### src/rtl/tug3_demux_rx.sv
// Receive-side TUG-3 demultiplexer: frame alignment, channel de-interleave,
// column-0 overhead suppression and per-channel BIP-8 generation/checking.
module tug3_demux_rx #(
    parameter int WIDTH   = 8,
    parameter int NCH     = 3,
    parameter int NCOL    = 86,
    parameter int NROW    = 9,
    parameter int BIP_ROW = 0,
    parameter int BIP_COL = 1,
    parameter int CHW     = (NCH > 1) ? $clog2(NCH) : 1,
    parameter int ECW     = $clog2(WIDTH + 1)
) (
    input  logic             clk,
    input  logic             rst,
    input  logic             en,
    input  logic             rxsof,
    input  logic [WIDTH-1:0] tug3din,
    output logic [WIDTH-1:0] tug3dout,
    output logic [CHW-1:0]   dout_ch,
    output logic             data_vld,
    output logic [WIDTH-1:0] tug3bip8,
    output logic [CHW-1:0]   bip_ch,
    output logic             bip_vld,
    output logic [ECW-1:0]   bip_errcnt,
    output logic             err_vld,
    output logic             realign,
    output logic             in_sync
);

    localparam int COLW = (NCOL > 1) ? $clog2(NCOL) : 1;
    localparam int ROWW = (NROW > 1) ? $clog2(NROW) : 1;
    localparam logic [CHW-1:0]  CH_LAST  = CHW'(NCH - 1);
    localparam logic [COLW-1:0] COL_LAST = COLW'(NCOL - 1);
    localparam logic [ROWW-1:0] ROW_LAST = ROWW'(NROW - 1);
    localparam logic [COLW-1:0] COL_BIP  = COLW'(BIP_COL);
    localparam logic [ROWW-1:0] ROW_BIP  = ROWW'(BIP_ROW);

    typedef enum logic {HUNT, SYNC} state_t;

    state_t            state, state_nxt;
    logic [CHW-1:0]    ch;
    logic [COLW-1:0]   col;
    logic [ROWW-1:0]   row;
    logic [WIDTH-1:0]  acc  [NCH];
    logic [WIDTH-1:0]  expd [NCH];
    logic [NCH-1:0]    expv;

    logic              proc_p0, sof_p0, realign_p0, last_p0, chk_p0;
    logic [CHW-1:0]    pch_p0;
    logic [COLW-1:0]   pcol_p0;
    logic [ROWW-1:0]   prow_p0;
    logic [WIDTH-1:0]  bip_p0;

    function automatic logic [ECW-1:0] popcount(input logic [WIDTH-1:0] v);
        logic [ECW-1:0] n;
        n = '0;
        for (int i = 0; i < WIDTH; i++) n = n + ECW'(v[i]);
        return n;
    endfunction

    // stage p0: position decode of the incoming byte (rxsof forces 0,0,0)
    always_comb begin
        state_nxt  = state;
        sof_p0     = en & rxsof;
        proc_p0    = en & ((state == SYNC) | rxsof);
        realign_p0 = sof_p0 & (state == SYNC) &
                     ((ch != '0) | (col != '0) | (row != '0));
        pch_p0     = sof_p0 ? '0 : ch;
        pcol_p0    = sof_p0 ? '0 : col;
        prow_p0    = sof_p0 ? '0 : row;
        last_p0    = proc_p0 & (prow_p0 == ROW_LAST) & (pcol_p0 == COL_LAST);
        chk_p0     = proc_p0 & (prow_p0 == ROW_BIP) & (pcol_p0 == COL_BIP) &
                     ~realign_p0 & expv[pch_p0];
        bip_p0     = (realign_p0 ? '0 : acc[pch_p0]) ^ tug3din;
        if (state == HUNT && sof_p0) state_nxt = SYNC;
    end

    assign in_sync = (state == SYNC);

    always_ff @(posedge clk) begin
        if (!rst) begin
            state <= HUNT;
            ch    <= '0;
            col   <= '0;
            row   <= '0;
        end else begin
            state <= state_nxt;
            if (proc_p0) begin
                if (pch_p0 == CH_LAST) begin
                    ch <= '0;
                    if (pcol_p0 == COL_LAST) begin
                        col <= '0;
                        row <= (prow_p0 == ROW_LAST) ? '0 : prow_p0 + 1'b1;
                    end else begin
                        col <= pcol_p0 + 1'b1;
                        row <= prow_p0;
                    end
                end else begin
                    ch  <= pch_p0 + 1'b1;
                    col <= pcol_p0;
                    row <= prow_p0;
                end
            end
        end
    end

    // Realign wipes every channel first; the current channel is then rewritten.
    always_ff @(posedge clk) begin
        if (!rst) begin
            expv <= '0;
            for (int i = 0; i < NCH; i++) begin
                acc[i]  <= '0;
                expd[i] <= '0;
            end
        end else begin
            for (int i = 0; i < NCH; i++) begin
                if (realign_p0) begin
                    acc[i]  <= '0;
                    expd[i] <= '0;
                    expv[i] <= 1'b0;
                end
                if (proc_p0 && pch_p0 == CHW'(i)) begin
                    acc[i] <= last_p0 ? '0 : bip_p0;
                    if (last_p0) begin
                        expd[i] <= bip_p0;
                        expv[i] <= 1'b1;
                    end
                end
            end
        end
    end

    // stage p1: registered outputs
    always_ff @(posedge clk) begin
        if (!rst) begin
            tug3dout   <= '0;
            dout_ch    <= '0;
            data_vld   <= 1'b0;
            tug3bip8   <= '0;
            bip_ch     <= '0;
            bip_vld    <= 1'b0;
            bip_errcnt <= '0;
            err_vld    <= 1'b0;
            realign    <= 1'b0;
        end else begin
            data_vld <= proc_p0 & (pcol_p0 != '0);
            bip_vld  <= last_p0;
            err_vld  <= chk_p0;
            realign  <= realign_p0;
            if (proc_p0 && pcol_p0 != '0) begin
                tug3dout <= tug3din;
                dout_ch  <= pch_p0;
            end
            if (last_p0) begin
                tug3bip8 <= bip_p0;
                bip_ch   <= pch_p0;
            end
            if (chk_p0) begin
                bip_errcnt <= popcount(expd[pch_p0] ^ tug3din);
                bip_ch     <= pch_p0;
            end
        end
    end

endmodule

### config.mk
export PLATFORM = sky130hd
export DESIGN_NAME = tug3_demux_rx
export DESIGN_NICKNAME = d
export VERILOG_FILES = /design/src/rtl/tug3_demux_rx.sv
export SDC_FILE = /design/constraint.sdc
export NUM_CORES = 1
export LEC_CHECK = 0
export CAP_MARGIN = 20
export CORE_ASPECT_RATIO = 1.25
export CORE_MARGIN = 2
export CORE_UTILIZATION = 60
export DETAILED_ROUTE_END_ITERATION = 10
export GPL_TIMING_DRIVEN = 0
export HOLD_SLACK_MARGIN = 0.1
export PLACE_DENSITY = 0.82
export SLEW_MARGIN = 5
export SYNTH_ARGS = -nofsm -noshare
export SYNTH_HDL_FRONTEND = slang
export SYNTH_SLANG_ARGS = --single-unit
### constraint.sdc
create_clock -name clk -period 13.4 [get_ports clk]
set_input_delay 1.34 -clock clk [delete_from_list [all_inputs] [get_ports clk]]
set_output_delay 1.34 -clock clk [all_outputs]
set_load 0.005 [all_outputs]
### Word-level counts from Yosys, hierarchy flattened

Memory sizes are Yosys's and may differ from the RTL's.
Index checks and enable logic that the tools add are counted.

| storage, ports and cells | value |
|---|---|
| register bits after elaboration | 45 |
| bits in writable memories | 48 |
| word-level logic and storage cells | 133 |
| memories | 2 |

Memories:

| name | words | bits a word | rd ports | clocked after Yosys merged registers in | wr ports | RTL line | text |
|---|---|---|---|---|---|---|---|
| acc | 3 | 8 | 1 | 0 | 3 | 44 | `logic [WIDTH-1:0] acc [NCH];` |
| expd | 3 | 8 | 1 | 0 | 3 | 45 | `logic [WIDTH-1:0] expd [NCH];` |

| operators by class | value |
|---|---|
| add/sub/neg operators | 10 |
| order comparisons | 1 |
| equal/unequal tests | 5 |
| mux-type cells | 59 |
| bitwise gates (word level) | 30 |
| reduce and logical (&&, ||, !) cells | 12 |

Operators by type and width:

| operator | count |
|---|---|
| 8-bit two-way mux | 14 |
| 1-bit two-way mux | 33 |
| 7-bit two-way mux | 3 |
| 4-bit by 1-bit adder with 4-bit output | 4 |
| 4-bit two-way mux | 4 |
| 8-bit bitwise XOR | 2 |
| 1-bit bitwise OR | 15 |
| 7-bit nonzero test | 2 |
| 1-bit bitwise AND | 11 |
| 2-bit two-way mux | 4 |
| 7-bit by 1-bit adder with 7-bit output, second input constant | 1 |
| 7-bit by 1-bit == test with 1-bit output, second input constant | 1 |
| 7-bit == test, second input constant | 1 |
| 1-bit logical AND | 5 |
| 3-bit by 1-bit adder with 4-bit output | 1 |
| 4-bit by 1-bit adder with 4-bit output, second input constant | 1 |
| 4-bit == test, second input constant | 1 |
| 4-bit logical NOT | 1 |
| 2-bit nonzero test | 2 |
| 4-bit nonzero test | 1 |
| 2-bit by 1-bit adder with 3-bit output | 1 |
| 2-bit by 3-bit less-than comparator with 1-bit output, second input constant | 1 |
| 1-bit by 1-bit adder with 2-bit output | 1 |
| 2-bit by 1-bit adder with 2-bit output, second input constant | 1 |
| 5 further kinds | 6 |

### Logic depth before layout (Yosys ltp)

An unclocked memory read counts as a cell.

| logic depth | value |
|---|---|
| depth in word-level cells | 11 |
| mapped depth | 21 |
| depth with buffers taken out | 17 |

### Worst setup path after synthesis

OpenSTA, ideal clock, no wires.

| timing | value |
|---|---|
| path type | input to register |
| start point | input port rxsof |
| end point | register bip_errcnt[2] |
| setup time | 70 ps |
| data arrival time | 5124 ps |
| slack | 8206 ps |
| stages on the path | 21 |
| cell sequence | buf_2 -> buf_6 -> nand2_1 -> buf_4 -> buf_4 -> nand3_1 -> a21oi_1 -> a221oi_1 -> xor2_1 -> fa_1 -> inv_1 -> fa_1 -> inv_1 -> fa_1 -> inv_1 -> ha_1 -> inv_1 -> fa_1 -> xnor2_1 -> nand3_1 -> a21oi_1 |

| on the way | value |
|---|---|
| cells in the longest elaborated chain, start to end | 11 |
| elaborated cells on any way between the ends | 26 |

Ends and longest elaborated chain:

| what | RTL line | text |
|---|---|---|
| from (decl) | 16 | `input logic rxsof,` |
| 1-bit bitwise AND | 64 | `sof_p0 = en & rxsof;` |
| 2-bit two-way mux | 68 | `pch_p0 = sof_p0 ? '0 : ch;` |
| memory read 3 x 8 bit | -- |  |
| 8-bit bitwise XOR | 159 | `bip_errcnt <= popcount(expd[pch_p0] ^ tug3din);` |
| 1-bit by 1-bit adder with 2-bit output | 57 | `for (int i = 0; i < WIDTH; i++) n = n + ECW'(v[i]);` |
| 2-bit by 1-bit adder with 3-bit output | 57 |  |
| 3-bit by 1-bit adder with 4-bit output | 57 |  |
| 4-bit by 1-bit adder with 4-bit output (4 in series) | 57 |  |
| to (signal assigned) | 159 |  |
| to (decl) | 24 | `output logic [ECW-1:0] bip_errcnt,` |

Parallel ways exist; a longest one is shown, timed or not. The select of a mux whose other input is x is not followed.
A chain may end at the register's enable or synchronous reset.

### Worst setup path after layout

Same ends and word-level chain as after synthesis.

==> results.md <==
- The run finished with clean final reports.
- The number of buffers on the longest clock path is 2.
- The max-capacitance violation count is 0.
- The global routing usage on met2 is 49.1%.
- In this run, post-CTS hold repair placed 0 buffers.
- The clock transition at the register clock pins on the worst setup and hold paths after CTS is 90 ps.
- The die is 105 µm tall.
- The number of cell rows is 37.
- Routability-driven placement finished with a final weighted congestion of 0.933.
- Measured in cells, the most critical reg-to-reg path has a length of 19.
- The worst setup path startpoint is rxsof.
- The path type of the worst setup path is in2reg.
- 0 antenna diodes ended up in the layout.
- The number of input and output port buffers inserted is 40.
- The setup TNS is 0 ps.
- The number of setup buffers added after CTS is 0.
- The number of nets in the synthesized netlist is 512.
- The first global-routing pass estimated 20300 µm of wire.
- The reg-to-reg startpoint is ch[0].
- The worst register-to-register path has a setup slack of 8650 ps.
- The filler cells instantiated in the layout total 613.
- At the later pin of the worst-skew pair, clock insertion delay measures 380 ps.
- The post-synthesis area per instance is 10.1 µm².
- The post-synthesis cell type count is 57.
- The top-level port count is 41.
- The cell type with the largest total area after synthesis is edfxtp_1.
- The number of nets in the layout is 564.
- The final number of hold-violating endpoints was 0.
- For this run, the top clock speed supported by timing is 165 MHz.
- The netlist area before placement is 4940 µm².
- The number of synthesized flops with an enable pin is 48.
- Global routing consumed, on the met1 layer, 36.3% of the routing resources.
- Once placement completed, the tool counted placed cells totaling 626.
- The count of pins over their slew limit is 0.
- The mean number of vias per cell is 6.35.
- After technology mapping, the gate count stands at 488.
- After legalization and detailed placement, the total HPWL measured 9270 µm.
- The core region is 8100 µm².
- The final cell count without fillers is 642.
- The initial cell density of the core is 61.0%.
- For this design the static power due to leakage is 0.00206 µW.
- The slew of the pin with the lowest slew margin is 824 ps.
- The wire length per cell after detailed routing is 20.2 µm.
- For this run, the number of Yosys warnings is 0.
- The floorplan step defined a die boundary enclosing 8990 µm².
- The worst setup path is captured at a flop.
- Summing over every cut layer, the via total after detailed routing is 4076.
- The layout cell share with drive strength beyond 1 is 10.8%.
- Entering global routing, the biggest net connects 16 pins.
- In the global route stage, overall resource usage came out at 29.6%.
- The data arrival time of the worst path is 6370 ps.
- The CTS buffer count is 9.
- Setup repair after global routing left no endpoint under its margin.
- The worst endpoint required time is 13710 ps.
- By area the synthesized netlist is led by edfxtp_1 29%, dfxtp_1 18%, nor2_1 6.1%.
- The post-detailed-route DRC marker count is 0.
- The post-cts sizing count is 0.
- The DRC marker count from the first detailed-route iteration is 443.
- In this run the critical register-to-register path is captured at bip_errcnt[2].
- The total power divided by cell area is 108 nW/µm².
- The final layout contains routed wiring with a total length of 13000 µm.
- Of all nets on the critical path, the largest fanout is 10.
- The area growth from synthesis to layout is 14.0%.
- The kind of path behind the tightest hold check is reg2reg.
- After synthesis, flip-flops and latches occupy 47.4% of the total area.
- After global routing, the most crowded layer is met2.
- The number of sinks driven by the clock tree is 93.
- In the synthesized netlist the async set-or-reset flop fraction comes to 0%.
- The worst path in the final design needs a cycle of 6060 ps, including I/O delays and setup.
- The final number of setup-violating endpoints is 0.
- The floorplan step set the die width to 85.2 µm.
- The number of antenna violations at the first check in global routing came to 0.
- The global route total overflow is 0.
- The number of global-route vias before repair is 3962.
- In this run the worst setup path terminates at bip_errcnt[2].
- The CTS tree is yes.
- The synthesized design devotes to its leading area cell type 29.2% of total area.
- The maximum clock skew at final layout is 16.5 ps.
- Before antenna repair, the detailed router went through 6 iterations.
- The worst pin sits at a relative slew slack of 44.8%.
- In the synthesized netlist the dominant register cell turns out to be edfxtp_1.
- The count of H-tree levels built during CTS is 3.
- The share of the clock period used by the worst path is 45.2%.
- Global routing used 5.40% of the available met3 tracks.
- VDD sags by at most 0.0840 mV.
- In this run the clock root is driven by a clkbuf_8.
- The post-synthesis register bit count is 93.
- The count of nets left with antenna violations after detail routing is 0.
- The startpoint kind of the worst setup timing path is a primary input.
[stage by stage]
step / power, µW / cell area, µm² / setup slack, ps / hold slack (ps) / utilization, %
3_3_place_gp: 438 / 5470 / 7090 / 432 / 67.5
6_report: 608 / 5640 / 7340 / 464 / 69.6
2_1_floorplan: 403 / 4940 / 8210 / 423 / -
4_1_cts: 606 / 5640 / 7400 / 460 / 69.6
5_1_grt: 626 / 5640 / 7150 / 491 / 69.6
3_5_place_dp: 440 / 5470 / 7040 / 446 / 67.5
[Yosys cell counts (6+ instances only)]
| library cell | count |
|---|---|
| xnor2_2 | 7 |
| nor2_1 | 80 |
| mux2i_1 | 13 |
| nor2b_1 | 10 |
| a21o_1 | 12 |
| nand2b_1 | 12 |
| a221oi_1 | 8 |
| edfxtp_1 | 48 |
| dfxtp_1 | 45 |
| o21ai_0 | 19 |
| nand2_1 | 29 |
| buf_2 | 11 |
| and2_1 | 9 |
| inv_1 | 14 |
| ha_1 | 8 |
| nor3b_1 | 10 |
| nand4_1 | 6 |
| a21oi_2 | 6 |
| nand3_1 | 18 |
| a2111oi_4 | 7 |
| a21oi_1 | 27 |
| clkbuf_1 | 11 |
| a211oi_1 | 10 |
[registers in the layout (all words and copies together), names as in the netlist, 3 cells and up]
name,count
col,7
tug3dout,8
tug3bip8,8
acc,24
bip_errcnt,4
row,4
expv,3
expd,24
[worst max-delay path, cell delays in order]
cell and delay [ps]:
clkdlybuf4s50_1 560, buf_2 280, and2_1 220, buf_2 270, buf_1 510, a221oi_1 210, xor2_1 200, fa_1 570
inv_1 60, fa_1 520, inv_1 50, fa_1 490, inv_1 80, ha_1 160, inv_1 50, fa_1 370
xnor2_1 170, nand3_1 100, a21oi_1 150
[per-layer routing]
layer	part of all wire [%]	wire, µm
met1	39	5100
met2	50	6440
met3	6.1	797
met4	5.1	661
met5	0	0
[layout make-up]
cell class	count	area, µm²	area share, %
timing repair buffer	41	405	7.19
tap	97	121	2.15
clock buffer	11	133	2.35
buffer	30	164	2.91
inverter	15	56.3	0.999
clock inverter	5	35.0	0.621
multi-input combinational	350	2380	42.2
sequential	93	2340	41.5
[cells in the final DEF (no fill, tap or decap), drive strengths merged, types with 13 or more instances in the layout]
cell            n
nand3          18
dfxtp          45
clkdlybuf4s50  40
mux2i          13
nand2          29
o21ai          20
clkbuf         22
a21oi          33
inv            15
buf            20
nor2           80
edfxtp         48
[cells by family after synthesis]
family	share of synthesized area, %
AND/OR/NAND/NOR	19.1
adder cells (fa/ha/maj)	3.64
AO/OA/AOI/OAI	18.7
buffers and inverters	4.45
multiplexers	2.63
XOR/XNOR	4.07
flip-flops	47.4
[worst min-delay path by stage]
stage | cells after the start | from | slack [ps] | to
after CTS | 2 | expv[2] | 460 | expv[2]
final | 2 | expv[2] | 460 | expv[2]
after global placement | 2 | expv[2] | 430 | expv[2]
after floorplan | 2 | expv[1] | 420 | expv[1]
after global routing | 2 | bip_ch[1] | 490 | bip_ch[1]
after detailed placement | 2 | expv[2] | 450 | expv[2]
[report_power, final]
part | leakage (µW) | internal, µW | switching [µW] | total, µW
combinational | 0.00112 | 48.6 | 75.4 | 124
clock | 0.0000867 | 68.7 | 103 | 172
sequential | 0.000858 | 307 | 4.05 | 311
total | 0.00206 | 425 | 183 | 608
(Power assumes the default switching activity.)
==> RTL change 1 (config.mk and constraints unchanged) <==
Make the reset (`rst`) asynchronous in 3 clocked blocks.
--- a/src/rtl/tug3_demux_rx.sv
+++ b/src/rtl/tug3_demux_rx.sv
@@ -79,3 +79,3 @@
 
-    always_ff @(posedge clk) begin
+    always_ff @(posedge clk or negedge rst) begin
         if (!rst) begin
@@ -107,3 +107,3 @@
     // Realign wipes every channel first; the current channel is then rewritten.
-    always_ff @(posedge clk) begin
+    always_ff @(posedge clk or negedge rst) begin
         if (!rst) begin
@@ -133,3 +133,3 @@
     // stage p1: registered outputs
-    always_ff @(posedge clk) begin
+    always_ff @(posedge clk or negedge rst) begin
         if (!rst) begin
Behaviour: differs if rst is asserted again (counterexample within 4 cycles, from zero or initial values and one cycle with rst low); with rst held inactive, the same outputs for 10 cycles.
==> RTL change 1 against the unedited design <==
  * Sequential share of layout area up 0.88 points
  * Register-to-register slack worse by 0.34 ns
  * Total power up 17%
  * Die area down 3.5%
  * Synthesized area down 3.7%
  * Sequential cell count unchanged
  * Sequential power up 8.7%
  * Clock skew down 0.0025 ns
  * Global-route usage about the same
  * Non-clock buffer count down 10
  * Routed wire length down 5.8%
  * Setup slack better by 0.39 ns
  * Cell area down 2.7%
  * Critical endpoint is now bip_errcnt[2]
  * Largest cell class is now flip-flops and latches
  * Largest power group unchanged
==> RTL change 1: results (changes against the unedited design) <==
Hold_ws = 0.494 ns (was 0.464 ns)
Syn Nets = 513 (was 512)
Core ar. = 0.00775 mm^2 (was 0.00810 mm^2)
Register area share after synthesis = 48.9% (was 47.4%)
Max_slew headroom = 54.2% (was 44.8%)
Ys async rst share = 100% (was 0%)
Filler cells = 583 (was 613)
Layout cells sized above 1 = 12.8% (was 10.8%)
Multi-input logic area = 0.00226 mm^2 (was 0.00238 mm^2)
Critical path data arrival time = 5.94 ns (was 6.37 ns)
R2r setup slk = 8.31 ns (was 8.65 ns)
Drt pass-1 iters = 5 (was 6)
DPL Wire Length = 8.49 mm (was 9.27 mm)
Sequential cell area share = 42.4% (was 41.5%)
Most instantiated cells after synthesis = 93 x dfrtp_1, 89 x nand2_1, 51 x o21ai_1 (was 80 x nor2_1, 48 x edfxtp_1, 45 x dfxtp_1)
Wirelength per Cell = 19.1 um (was 20.2 um)
Seq_cells = 93 (unchanged)
Non-clock buffers, area share = 9.56% (was 10.1%)
Nets = 565 (was 564)
Post-synth top flop = dfrtp_1 (was edfxtp_1)
Reg2Reg Launch Point = ch[0] (unchanged)
Period utilisation layout = 42.3% (was 45.2%)
Clock buf/inv share = 3.35% (was 2.97%)
# clk buffers = 10 (was 11)
Number of I/O port buffers = 39 (was 40)
Outcome = completed (unchanged)
R2R depth = 18 (was 19)
Total GRT Usage = 29.6% (about the same)
Comb power = 0.194 mW (was 0.124 mW)
## RTL change 1: cell types whose count changed after synthesis, moves of 10 or more
| cell | unedited run | this run |
|---|---|---|
| a21o_1 | 12 | 2 |
| dfrtp_1 | 0 | 93 |
| dfxtp_1 | 45 | 0 |
| edfxtp_1 | 48 | 0 |
| mux2_2 | 0 | 10 |
| mux2i_1 | 13 | 1 |
| nand2_1 | 29 | 89 |
| nor2_1 | 80 | 13 |
| nor3b_1 | 10 | 0 |
| o21ai_1 | 1 | 51 |
## RTL change 1: critical path, stage by stage
cell and delay [ns]:
clkdlybuf4s50_1 0.57, nand2_1 0.18, buf_2 0.23, buf_2 0.22, nand3_1 0.10, a21oi_1 0.08
a221oi_1 0.31, xor2_1 0.15, fa_1 0.56, inv_1 0.06, fa_1 0.52, inv_1 0.05
fa_1 0.47, inv_1 0.07, ha_1 0.17, inv_1 0.06, fa_1 0.37, xnor2_1 0.14
mux2_2 0.26
## RTL change 1: cell families after synthesis
logic type / count (synthesis) / synth area share, %
adder cells (fa/ha/maj): 12 / 3.78
buffers and inverters: 39 / 3.68
AND/OR/NAND/NOR: 170 / 17.3
multiplexers: 11 / 2.57
AO/OA/AOI/OAI: 147 / 19.6
flip-flops: 93 / 48.9
XOR/XNOR: 17 / 4.23
## RTL change 1: stage by stage
stage               area (um^2)  instances  power, mW
CTS                        5480        640      0.713
finish                     5490        641      0.709
global placement           5270        623      0.530
floorplan                  4760        489      0.453
detailed placement         5300        624      0.537
global route               5490        641      0.745
## RTL change 1: worst min path at each step
stage,cells after the start,start,end
2_1_floorplan,2,expv[1],expv[1]
3_3_place_gp,2,acc[8],acc[8]
3_5_place_dp,2,acc[8],acc[8]
4_1_cts,2,expd[13],expd[13]
5_1_grt,2,acc[3],acc[3]
6_report,2,acc[1],acc[1]
==> RTL change 2 (config.mk and constraints unchanged) <==
Made on the original files. Change the parameter `NCOL` from 86 to 172.
--- a/src/rtl/tug3_demux_rx.sv
+++ b/src/rtl/tug3_demux_rx.sv
@@ -5,3 +5,3 @@
     parameter int NCH     = 3,
-    parameter int NCOL    = 86,
+    parameter int NCOL    = 172,
     parameter int NROW    = 9,
Formal check against the unedited RTL: same outputs for any inputs over 10 cycles, from zero or initial values and one cycle with rst low; that may be too few to reach the edited logic, so the function may still have changed.
==> RTL change 2 against the unedited design <==
  * Maximum frequency is 3.0% lower
  * Total power is 3.0% higher
  * Setup slack worse by 0.19 ns
  * Synthesized area is 6.5% lower
  * Sequential cell count is 1 higher
  * Routed wire length is 2.3% lower
  * Cell area is 5.2% lower
  * Cell count is 2.5% lower
  * Largest power group unchanged
==> RTL change 2: results (changes against the unedited design) <==
Outcome = completed (unchanged)
Hold path depth = 2 (unchanged)
Drt initial violations = 484 (was 443)
Register area share after synthesis = 51.1% (was 47.4%)
Ys async rst share = 0% (unchanged)
Worst Hold End = expv[1] (was expv[2])
Routability congestion estimate = 0.957 (was 0.933)
Wirelength, routed = 12.7 mm (was 13.0 mm)
Pin count of the biggest net entering global routing = 17 (was 16)
Reg-to-Reg End = bip_errcnt[2] (unchanged)
Top flop regs = acc x24, expd x24 (unchanged)
Grt met3 use = 5.04% (was 5.40%)
Mean post-synth cell area = 9.69 um^2 (was 10.1 um^2)
Unique masters post-synth = 55 (was 57)
Max VDD drop = 0.116 mV (was 0.0840 mV)
CTS resizes = 0 (unchanged)
Worst hold path type = reg -> reg (unchanged)
Period utilisation layout = 46.6% (was 45.2%)
Post-synth top flop = edfxtp_1 (unchanged)
H-tree lvl count = 3 (unchanged)
Drt pass-1 iters = 6 (unchanged)
Ant diodes = 0 (unchanged)
Cells after DPL = 607 (was 626)
Psw = 0.182 mW (was 0.183 mW)
Clock Latency Late Sink = 0.37 ns
Hold_sp = expv[1] (was expv[2])
Via count = 4032 (was 4076)
Skew final = 0.0124 ns (was 0.0165 ns)
Post CTS Setup Buffer Count = 0 (unchanged)
Reg2Reg Launch Point = ch[0] (unchanged)
P_leak = 1.93 nW (was 2.06 nW)
Total GRT Usage = 31.9% (was 29.6%)
Tightest Pin Transition = 0.868 ns (was 0.824 ns)
Clock Tree Buf Depth = 2 (unchanged)
R2R depth = 18 (was 19)
Most instantiated cells after synthesis = 69 x nor2_1, 48 x edfxtp_1, 46 x dfxtp_1 (was 80 x nor2_1, 48 x edfxtp_1, 45 x dfxtp_1)
Root buf cell = clkbuf_8 (unchanged)
Critical path data arrival time = 6.55 ns (was 6.37 ns)
DPL Wire Length = 8.94 mm (was 9.27 mm)
First-pass GRT wire length = 19.7 mm (was 20.3 mm)
Layout cells sized above 1 = 4.87% (was 10.8%)
Synth top area cells = edfxtp_1 31%, dfxtp_1 20%, nor2_1 5.6% (was edfxtp_1 29%, dfxtp_1 18%, nor2_1 6.1%)
Total CTS buffers = 9 (unchanged)
Wirelength per Cell = 20.3 um (was 20.2 um)
R2r setup slk = 8.44 ns (was 8.65 ns)
Initial antenna violation count = 0 (unchanged)
Clk slew on worst S/H paths = 0.10 ns
GR Layer Usage met1 = 40.2% (was 36.3%)
Yosys warning count = 0 (unchanged)
EDFF count, synth = 48 (unchanged)
Met2 Use GR = 52.9% (was 49.1%)
Number of I/O port buffers = 38 (was 40)
Maximum net fanout on the critical path = 10 (unchanged)
Nets = 553 (was 564)
Vias in the first global route = 3804 (was 3962)
Syn Nets = 501 (was 512)
RTL change 2: cell types whose count changed after synthesis, moves of 8 or more:
| cell | unedited run | this run |
|---|---|---|
| nor2_1 | 80 | 69 |
| buf_2 | 11 | 0 |
| clkbuf_1 | 11 | 24 |
| nor2b_1 | 10 | 2 |
| a21o_1 | 12 | 2 |
| nor3b_1 | 10 | 0 |
| xnor2_1 | 5 | 13 |
| nand2_1 | 29 | 39 |
RTL change 2: worst max path at each step:
stage,start,cells after the start,to
finish,en,20,bip_errcnt[2]
global route,en,20,bip_errcnt[2]
CTS,en,20,bip_errcnt[2]
detailed placement,en,20,bip_errcnt[2]
global placement,en,20,bip_errcnt[2]
floorplan,rxsof,20,bip_errcnt[2]
RTL change 2: through the flow:
step	instance area, um^2	hold WS (ns)	utilization, %	power [mW]	setup WS, ns
detailed placement	5120	0.428	69.1	0.430	6.91
global route	5340	0.473	72.2	0.649	6.87
global placement	5120	0.424	69.1	0.428	7.00
CTS	5330	0.451	72.0	0.625	7.23
finish	5340	0.463	72.2	0.626	7.15
floorplan	4620	0.415	-	0.397	7.91
RTL change 2: area by class of cell:
| class | instances | area [um^2] |
|---|---|---|
| Buffer | 29 | 116 |
| Clock buffer | 12 | 178 |
| Clock inverter | 4 | 33.8 |
| Fill cell | 552 | 2060 |
| Inverter | 14 | 52.6 |
| Multi-Input combinational cell | 340 | 2090 |
| Sequential cell | 94 | 2360 |
| Tap cell | 92 | 115 |
| Timing Repair Buffer | 41 | 395 |
RTL change 2: routing by layer:
metal | up-vias | routed length, um
li1 | 1836 | -
met1 | 1913 | 4890
met2 | 237 | 6370
met3 | 46 | 957
met4 | 0 | 475
met5 | - | 0
RTL change 2: worst max-delay path, stage by stage:
cell	delay, ns
clkdlybuf4s50_1	0.57
clkbuf_1	0.40
nand2_1	0.38
clkbuf_1	0.37
nand3_1	0.19
a21oi_1	0.09
a221oi_1	0.29
xor2_1	0.15
fa_1	0.53
inv_1	0.07
fa_1	0.53
inv_1	0.05
fa_1	0.46
inv_1	0.07
ha_1	0.18
inv_1	0.07
fa_1	0.38
xnor2_1	0.17
nand3_1	0.10
a21oi_1	0.17
RTL change 2: kinds of logic (layout without fill, tap and decap cells):
family,count (synthesis),in the layout,synth area share (%)
muxes,9,9,1.95
and+or+nand+nor,189,189,19.5
buffers and inverters,43,100,3.66
AOI/OAI and AO/OA,112,112,16.5
xor gates and xnor gates,18,18,3.41
DFF,94,94,51.1
adders and majority gates,12,12,3.90
RTL change 2: power groups by stage:
stage                     clock network (mW)  registers [mW]  logic (mW)
final                                  0.198           0.315       0.113
after global routing                   0.209           0.316       0.124
after CTS                              0.199           0.315       0.111
after detailed placement                   0           0.322       0.109
after global placement                     0           0.321       0.107
after floorplan                            0           0.320      0.0768
